File: src/rtl/mem_port_arbiter.sv
// mem_port_arbiter: shares the single memory port between IF fetch and MEM
// load/store. One transaction in flight at a time, and MEM has priority over IF.
// A wait-cycle watchdog turns a hung port into a bus-error response.
module mem_port_arbiter #(
    parameter int MAX_WAIT = 16
) (
    input  logic        clk,
    input  logic        rst,
    input  logic        if_req,
    input  logic [31:0] if_addr,
    input  logic        if_kill,
    output logic [31:0] if_rdata,
    output logic        if_done,
    output logic        if_stall,
    input  logic        mem_req,
    input  logic        mem_we,
    input  logic [31:0] mem_addr,
    input  logic [31:0] mem_wdata,
    input  logic [3:0]  mem_wstrb,
    output logic [31:0] mem_rdata,
    output logic        mem_done,
    output logic        mem_stall,
    output logic        port_req,
    output logic        port_we,
    output logic [31:0] port_addr,
    output logic [31:0] port_wdata,
    output logic [3:0]  port_wstrb,
    input  logic        port_ready,
    input  logic        port_rvalid,
    input  logic [31:0] port_rdata,
    output logic        bus_err
);
    localparam int CW = $clog2(MAX_WAIT + 1);

    typedef enum logic [1:0] {IDLE, ISSUE, WAIT, RESP} state_t;
    typedef enum logic {OWN_IF, OWN_MEM} owner_t;

    state_t        state, state_nxt;
    owner_t        owner;
    logic          killed;
    logic [CW-1:0] wait_cnt;

    logic load_if, load_mem;   // latch a requester into the port registers
    logic finish;              // transaction resolves this cycle (response or timeout)
    logic tmo_arm;             // watchdog expires at the end of this cycle
    logic kill_now, killed_eff;

    // Stalls come from the registered done pulses and the live requests.
    assign if_stall  = if_req && !if_done;
    assign mem_stall = mem_req && !mem_done;

    // State register.
    always_ff @(posedge clk or posedge rst) begin
        if (rst) state <= IDLE;
        else     state <= state_nxt;
    end

    // Next state and per-cycle control strobes.
    // bus_err is high for exactly the one cycle in which the watchdog has expired,
    // so it doubles as the "resolve as timeout" condition for ISSUE/WAIT.
    always_comb begin
        state_nxt  = state;
        load_if    = 1'b0;
        load_mem   = 1'b0;
        finish     = 1'b0;
        tmo_arm    = 1'b0;
        kill_now   = if_kill && (owner == OWN_IF) && (state == ISSUE || state == WAIT);
        killed_eff = killed || kill_now;
        case (state)
            IDLE: begin
                if (mem_req)     load_mem = 1'b1;
                else if (if_req) load_if  = 1'b1;
            end
            ISSUE, WAIT: begin
                if (bus_err)                  finish = 1'b1;
                else if (state == WAIT)       finish = port_rvalid;
                else if (port_ready)          state_nxt = WAIT;
                // Arm one cycle early so the bus_err pulse lands on the
                // MAX_WAIT-th cycle counted from the first ISSUE cycle.
                if (!bus_err && !finish && wait_cnt == CW'(MAX_WAIT - 2))
                    tmo_arm = 1'b1;
                if (finish) state_nxt = killed_eff ? IDLE : RESP;
            end
            RESP: begin
                // The requester just served is excluded; it still holds its
                // request this cycle while it sees the done pulse.
                if (owner == OWN_IF && mem_req)      load_mem = 1'b1;
                else if (owner == OWN_MEM && if_req) load_if  = 1'b1;
                else                                 state_nxt = IDLE;
            end
            default: state_nxt = IDLE;
        endcase
        if (load_if || load_mem) state_nxt = ISSUE;
    end

    // Port registers, owner/kill tracking, watchdog and response capture.
    always_ff @(posedge clk or posedge rst) begin
        if (rst) begin
            owner      <= OWN_IF;
            killed     <= 1'b0;
            wait_cnt   <= '0;
            port_req   <= 1'b0;
            port_we    <= 1'b0;
            port_addr  <= '0;
            port_wdata <= '0;
            port_wstrb <= '0;
            if_rdata   <= '0;
            mem_rdata  <= '0;
            if_done    <= 1'b0;
            mem_done   <= 1'b0;
            bus_err    <= 1'b0;
        end else begin
            if_done  <= 1'b0;
            mem_done <= 1'b0;
            bus_err  <= tmo_arm;
            if (state == ISSUE || state == WAIT) wait_cnt <= wait_cnt + CW'(1);
            if (kill_now) killed <= 1'b1;
            if ((state == ISSUE && port_ready) || tmo_arm) port_req <= 1'b0;
            // A killed fetch still completes on the port but reports nothing.
            if (finish && !killed_eff) begin
                if (owner == OWN_IF) begin
                    if_done  <= 1'b1;
                    if_rdata <= bus_err ? '0 : port_rdata;
                end else begin
                    mem_done <= 1'b1;
                    if (bus_err)       mem_rdata <= '0;
                    else if (!port_we) mem_rdata <= port_rdata;
                end
            end
            if (load_if) begin
                owner      <= OWN_IF;
                killed     <= 1'b0;
                wait_cnt   <= '0;
                port_req   <= 1'b1;
                port_we    <= 1'b0;
                port_addr  <= if_addr;
                port_wdata <= '0;
                port_wstrb <= '0;
            end
            if (load_mem) begin
                owner      <= OWN_MEM;
                killed     <= 1'b0;
                wait_cnt   <= '0;
                port_req   <= 1'b1;
                port_we    <= mem_we;
                port_addr  <= mem_addr;
                port_wdata <= mem_wdata;
                port_wstrb <= mem_we ? mem_wstrb : 4'h0;
            end
        end
    end

endmodule

File: config.mk
export PLATFORM = sky130hd
export DESIGN_NAME = mem_port_arbiter
export DESIGN_NICKNAME = d
export VERILOG_FILES = /design/src/rtl/mem_port_arbiter.sv
export SDC_FILE = /design/constraint.sdc
export NUM_CORES = 1
export LEC_CHECK = 0
export ABC_CLOCK_PERIOD_IN_PS = 13200
export BUFFER_PORTS_ARGS = -buffer_cell sky130_fd_sc_hd__buf_2
export CORE_UTILIZATION = 40
export DETAILED_ROUTE_END_ITERATION = 10
export PLACE_DENSITY = 0.69
export SETUP_SLACK_MARGIN = 0.4
export SYNTH_ARGS = -nofsm -noshare
export SYNTH_HDL_FRONTEND = slang
export SYNTH_SLANG_ARGS = --single-unit
export TNS_END_PERCENT = 50
File: constraint.sdc
create_clock -name clk -period 13.2 [get_ports clk]
set_clock_uncertainty 0.2 [all_clocks]
set_input_delay 0.66 -clock clk [delete_from_list [all_inputs] [get_ports clk]]
set_output_delay 0.66 -clock clk [all_outputs]
set_load 0.02 [all_outputs]
## Word level (Yosys, flattened, before mapping)

Cells that the tools add are included.

| operators by class | value |
|---|---|
| add/subtract/negate cells | 1 |
| equal/unequal tests | 10 |
| multiplexer cells | 49 |
| bitwise operators | 1 |
| reductions and logical operators | 29 |

Operators by type and width:

| operator | count |
|---|---|
| 2-to-1 mux 32 bit | 7 |
| 2-to-1 mux 1 bit | 25 |
| 2-to-1 mux 2 bit | 8 |
| 2-to-1 mux 5 bit | 3 |
| 2-to-1 mux 4 bit | 3 |
| inequality test 4 bit (second input constant) | 3 |
| nonzero test 3 bit | 4 |
| logical AND 1 bit | 10 |
| inequality test 3 bit (second input constant) | 2 |
| AND reduction 6 bit | 1 |
| adder 5 x 1 -> 5 bit (second input constant) | 1 |
| == test 5 x 4 -> 1 bit (second input constant) | 1 |
| zero test 1 bit | 5 |
| == test 2 bit (second input constant) | 2 |
| logical OR 1 bit | 4 |
| case mux 1 bit (2 select lines) | 2 |
| case mux 2 bit (2 select lines) | 1 |
| AND reduction 3 bit | 1 |
| == test 2 x 1 -> 1 bit (second input constant) | 1 |
| zero test 2 bit | 1 |
| inequality test 2 x 1 -> 1 bit (second input constant) | 1 |
| AND reduction 2 bit | 1 |
| nonzero test 2 bit | 1 |
| OR reduction 2 bit | 1 |
| inverter 1 bit | 1 |

| word-level totals | value |
|---|---|
| flip-flop bits (word level) | 146 |
| bits of input ports | 140 |
| output and inout port bits | 139 |
| logic and storage cells | 104 |

## Depth between registers and ports, before layout

| logic depth | value |
|---|---|
| depth after elaboration | 13 |
| depth in mapped cells | 9 |
| depth with buffers taken out | 7 |

## Least setup slack after synthesis

No wires, ideal clock.

| timing path | value |
|---|---|
| path type | reg2reg |
| start | register state[0] |
| end | register if_rdata[10] |
| setup time | 136 ps |
| arrival | 1831 ps |
| data required time | 12864 ps |
| setup slack | 11033 ps |
| cell stages (with the launch flop) | 9 |
| path buffers | 2 |
| clock period less this slack | 2167 ps |
| cells stage by stage | dfrtp_1 -> inv_1 -> ha_1 -> inv_2 -> or4b_1 -> buf_2 -> buf_2 -> nand2_1 -> o21ai_0 |

| on the way | value |
|---|---|
| longest elaborated chain between the ends | 7 |
| elaborated cells on any way between the ends | 13 |
| classes of those cells | eq/ne (2); mux (4); reduce/logical (7) |

RTL lines:

| what | RTL line | source |
|---|---|---|
| start, declared | 38 | `state_t state, state_nxt;` |
| start signal, assigned | 55 | `else state <= state_nxt;` |
| == test 2 bit / == test 2 x 1 -> 1 bit (equally long branches) | 67, 69, 76 |  |
| 2-to-1 mux 1 bit / logical OR 1 bit (equally long branches) | 76, 67 |  |
| 2-to-1 mux 1 bit / logical AND 1 bit (equally long branches) | 75, 67 |  |
| 2-to-1 mux 1 bit / logical OR 1 bit (equally long branches) | 69, 68 |  |
| 2-to-1 mux 1 bit / zero test 1 bit (equally long branches) | 69, 120 |  |
| logical AND 1 bit * | 120 | `if (finish && !killed_eff) begin` |
| AND reduction 2 bit (no source line) * | n/a |  |
| end signal, assigned | 123 | `if_rdata <= bus_err ? '0 : port_rdata;` |
| end, declared | 12 | `output logic [31:0] if_rdata,` |

Every way passes the cells marked *; elsewhere a longest branch is shown, timed or not. The select of a mux whose other input is x is not followed.
A chain may end at the register's enable or synchronous reset.

## Final worst setup path

| timing path | value |
|---|---|
| start | register owner |
| end | register port_wdata[10] |

| on the way | value |
|---|---|
| longest elaborated chain between the ends | 5 |
| elaborated cells on any way between the ends | 10 |
| classes of those cells | mux (6); bitwise (1); reduce/logical (3) |

RTL lines:

| what | RTL line | source |
|---|---|---|
| start, declared | 39 | `owner_t owner;` |
| start signal, assigned | 99 | `owner <= OWN_IF;` |
| start signal, assigned | 131 | `owner <= OWN_IF;` |
| start signal, assigned | 141 | `owner <= OWN_MEM;` |
| logical AND 1 bit / inverter 1 bit (equally long branches) | n/a |  |
| 2-to-1 mux 1 bit / logical AND 1 bit (equally long branches) | 88, 87 |  |
| 2-to-1 mux 1 bit | 87 | `if (owner == OWN_IF && mem_req) load_mem = 1'b1;` |
| case mux 1 bit (2 select lines) | 69 | `case (state)` |
| nonzero test 2 bit (no source line) / 2-to-1 mux 32 bit (equally long branches) | n/a |  |
| end signal, assigned | 147 | `port_wdata <= mem_wdata;` |
| end, declared | 26 | `output logic [31:0] port_wdata,` |

Several ways; a longest one is shown, not always the timed one.

==> summary.txt <==
Run status
  – Run status: completed

Floorplan
  – Die Ht: 128 µm
  – FP Rows: 45
  – Num ports: 279
  – Die W: 128 µm
  – Starting Density: 0.413
  – Core area: 15,300 µm²
  – Die area: 16,300 µm²

Final layout
  – Nets: 1,021
  – # diodes: 0
  – Layout cells sized above 1: 0.375
  – Area Growth Syn to Fin: 32.9%

Worst setup path
  – Crit path capture type: flip-flop
  – WS Path Type: flip-flop to flip-flop
  – Depth of the most critical reg-to-reg path: 6
  – R2r endpoint: port_wdata[10]$_DFFE_PP0P_
  – WP data arrival: 2.84 ns
  – Worst Setup Start Kind: flip-flop
  – Worst Path Max Fanout: 64
  – R2R setup slack: 10.51 ns
  – CP Data Required Time: 13.35 ns
  – Reg-to-Reg Start: owner$_DFFE_PP0P_

Drt
  – Residual DRC count: 0
  – Via-to-Cell Ratio: 4.99
  – Iteration-0 DRC count of the detailed router: 330
  – WL/cell: 15.6 µm
  – DR vias: 5,487
  – Routed Antenna Nets: 0
  – Drt total wl: 17,100 µm
  – Pre-antenna DRT Iters: 5

Power and ir drop
  – Overall Power: 2.13 mW
  – Maximum vdd drop: 0.0000988 V
  – LEAKAGE: 4.42 nW
  – Pwr Density: 253 nW/µm²

Flow run
  – Max_cap viols: 0

Global routing
  – Total grt overflow: 0
  – Initial antenna violation count: 0
  – Total GRT Usage: 0.214
  – Vias in the first global route: 5,370
  – First-pass GRT wire length: 27,000 µm
  – Largest net degree at the start of global routing: 84

Synth
  – Syn_area_per_cell: 10.3 µm²
  – Synthesized netlist cell count: 613
  – Number of synthesis warnings: 0
  – Synth Net Count: 759
  – FF+latch count, synth: 146
  – Count of different cell masters after synthesis: 40
  – Mapped cell area: 6330 µm²
  – Register area share after synthesis: 0.577

Clocking
  – Hold_buf cts: 0
  – CTS clk-pin slew, worst paths: 0.06 ns
  – Total CTS buffers: 17
  – Clk_lat worst skew: 0.41 ns
  – Sink Count: 146
  – Post CTS Setup Buffer Count: 0
  – Clock Tree Buf Depth: 2
  – CTS tree: done
  – Root buf cell: clkbuf_16
  – Post-cts resize count: 0
  – H-tree levels: 4

Timing
  – Fin. max-slew vios: 0
  – Tcrit/Tclk final: 0.204
  – Fin. Hold Viols: 0
  – Sum of negative setup slack: 0 ns
  – RSZ-0062 raised after global routing: false
  – Final Setup Violations: 0
  – Slew HR: 0.304
  – Slew @ Worst Pin: 1.04 ns
  – Min cycle time layout: 2.69 ns
  – Max Clock Freq: 371 MHz

Placed design
  – Placer Congestion: 0.740
  – Post-DP HPWL: 11,900 µm
  – Number of I/O port buffers: 278

Worst hold path
  – Hold/Removal Path Class: input pin to async pin
worst max-delay path: stages (launching register included):
cell and delay [ns]:
dfrtp_1 0.46, mux2_2 0.40, a21oi_2 0.14, buf_4 0.30, or2_2 0.27, buf_4 0.54
a22o_1 0.25
routing by layer:
metal  GRT usage  up-vias  part of all wire
met5           0        -                 0
met4      0.0685        0            0.0091
li1            -     2653                 -
met1       0.266     2619              0.44
met2       0.363      205              0.49
met3      0.0568       10             0.061
area by class of cell:
| class | count | area, µm² |
|---|---|---|
| flip-flops and latches | 146 | 3650 |
| inverters | 11 | 47.5 |
| repair buffers | 289 | 1470 |
| clock buffers | 17 | 425 |
| multi-input cells | 410 | 2400 |
| fillers | 1434 | 6900 |
| well taps | 211 | 264 |
| clock inverters | 15 | 151 |
power by group:
part           switching (mW)  internal (mW)  leakage [nW]
sequential              0.110          0.634          1.76
clock                   0.201          0.265         0.272
combinational           0.597          0.322          2.38
registers in the layout, indices dropped and copies added, names as in the netlist:
| signal | flops |
|---|---|
| mem_done | 1 |
| state | 2 |
| if_done | 1 |
| if_rdata | 32 |
| wait_cnt | 5 |
| owner | 1 |
| port_req | 1 |
| port_addr | 32 |
| killed | 1 |
| bus_err | 1 |
| port_wdata | 32 |
| port_wstrb | 4 |
| mem_rdata | 32 |
| port_we | 1 |
synth_stat cells:
library cell  instances  share of area
dfrtp_1             146           0.58
nand2_1             102          0.060
o21ai_0              70          0.055
nand3_1              64          0.051
a22o_1               33          0.046
o21ai_1              33          0.026
mux2i_1              32          0.051
nand2b_1             31          0.031
clkbuf_1             19          0.011
buf_2                16          0.013
inv_1                 9         0.0053
buf_6                 6          0.011
ha_1                  6          0.012
a32o_1                5         0.0079
nor2_1                5         0.0030
nor2b_1               4         0.0040
buf_4                 3         0.0036
a21oi_1               2         0.0016
clkbuf_2              2         0.0016
mux2_2                2         0.0036
o21a_1                2         0.0024
o31ai_1               2         0.0024
or4_1                 2         0.0024
a211oi_1              1         0.0012
a21o_1                1         0.0012
a21oi_2               1         0.0014
a31oi_1               1        0.00099
and3_1                1        0.00099
and3b_1               1         0.0014
clkinv_2              1        0.00079
inv_2                 1        0.00059
nor3_1                1        0.00079
o211ai_1              1         0.0012
o21ai_2               1         0.0014
o311ai_0              1         0.0014
o41ai_1               1         0.0014
or2_1                 1        0.00099
or3_1                 1        0.00099
or4b_1                1         0.0016
xor2_1                1         0.0014
placed cells by master, fill, tap and decap left out, drive strengths merged, types with 2 or more instances in the layout:
cell type	n
nand2	102
nand3	64
a32o	5
nor2b	4
mux2	2
o21a	2
o31ai	2
dfrtp	146
a21oi	3
buf	289
o21ai	104
clkinv	5
or4	2
mux2i	32
a22o	33
ha	6
nand2b	31
nor2	5
clkbuf	17
clkinvlp	4
inv	16
per-stage QoR:
| step | utilization | area [µm²] | worst slack [ns] | std cells | hold WS, ns |
|---|---|---|---|---|---|
| detailed placement | 0.512 | 7840 | 10.22 | 1067 | 0.266 |
| CTS | 0.549 | 8410 | 10.48 | 1099 | 0.121 |
| global placement | 0.512 | 7840 | 10.29 | 1067 | 0.254 |
| global route | 0.549 | 8410 | 10.26 | 1099 | 0.139 |
| finish | 0.549 | 8410 | 10.51 | 1099 | 0.0962 |
| floorplan | - | 6330 | 8.42 | 613 | 0.272 |
cell families (layout without fill, tap and decap cells):
| family | Yosys count | after routing | share of synthesized area |
|---|---|---|---|
| AO/OA/AOI/OAI | 155 | 155 | 0.151 |
| XOR/XNOR | 1 | 1 | 0.00138 |
| adder cells (fa/ha/maj) | 6 | 6 | 0.0119 |
| buffers and inverters | 57 | 332 | 0.0464 |
| flip-flops | 146 | 146 | 0.577 |
| multiplexers | 34 | 34 | 0.0542 |
| AND/OR/NAND/NOR | 214 | 214 | 0.158 |
worst max path at each step:
stage | end | cells past startpoint | from
finish | port_wdata[10]$_DFFE_PP0P_ | 6 | owner$_DFFE_PP0P_
global route | mem_rdata[9]$_DFFE_PP0P_ | 8 | state[0]$_DFFE_PP0P_
CTS | mem_rdata[20]$_DFFE_PP0P_ | 8 | state[0]$_DFFE_PP0P_
detailed placement | port_addr[24]$_DFFE_PP0P_ | 7 | mem_req
global placement | port_addr[27]$_DFFE_PP0P_ | 7 | mem_req
floorplan | bus_err$_DFF_PP0_ | 1 | rst
No activity file was read; power rests on OpenSTA's default activity.
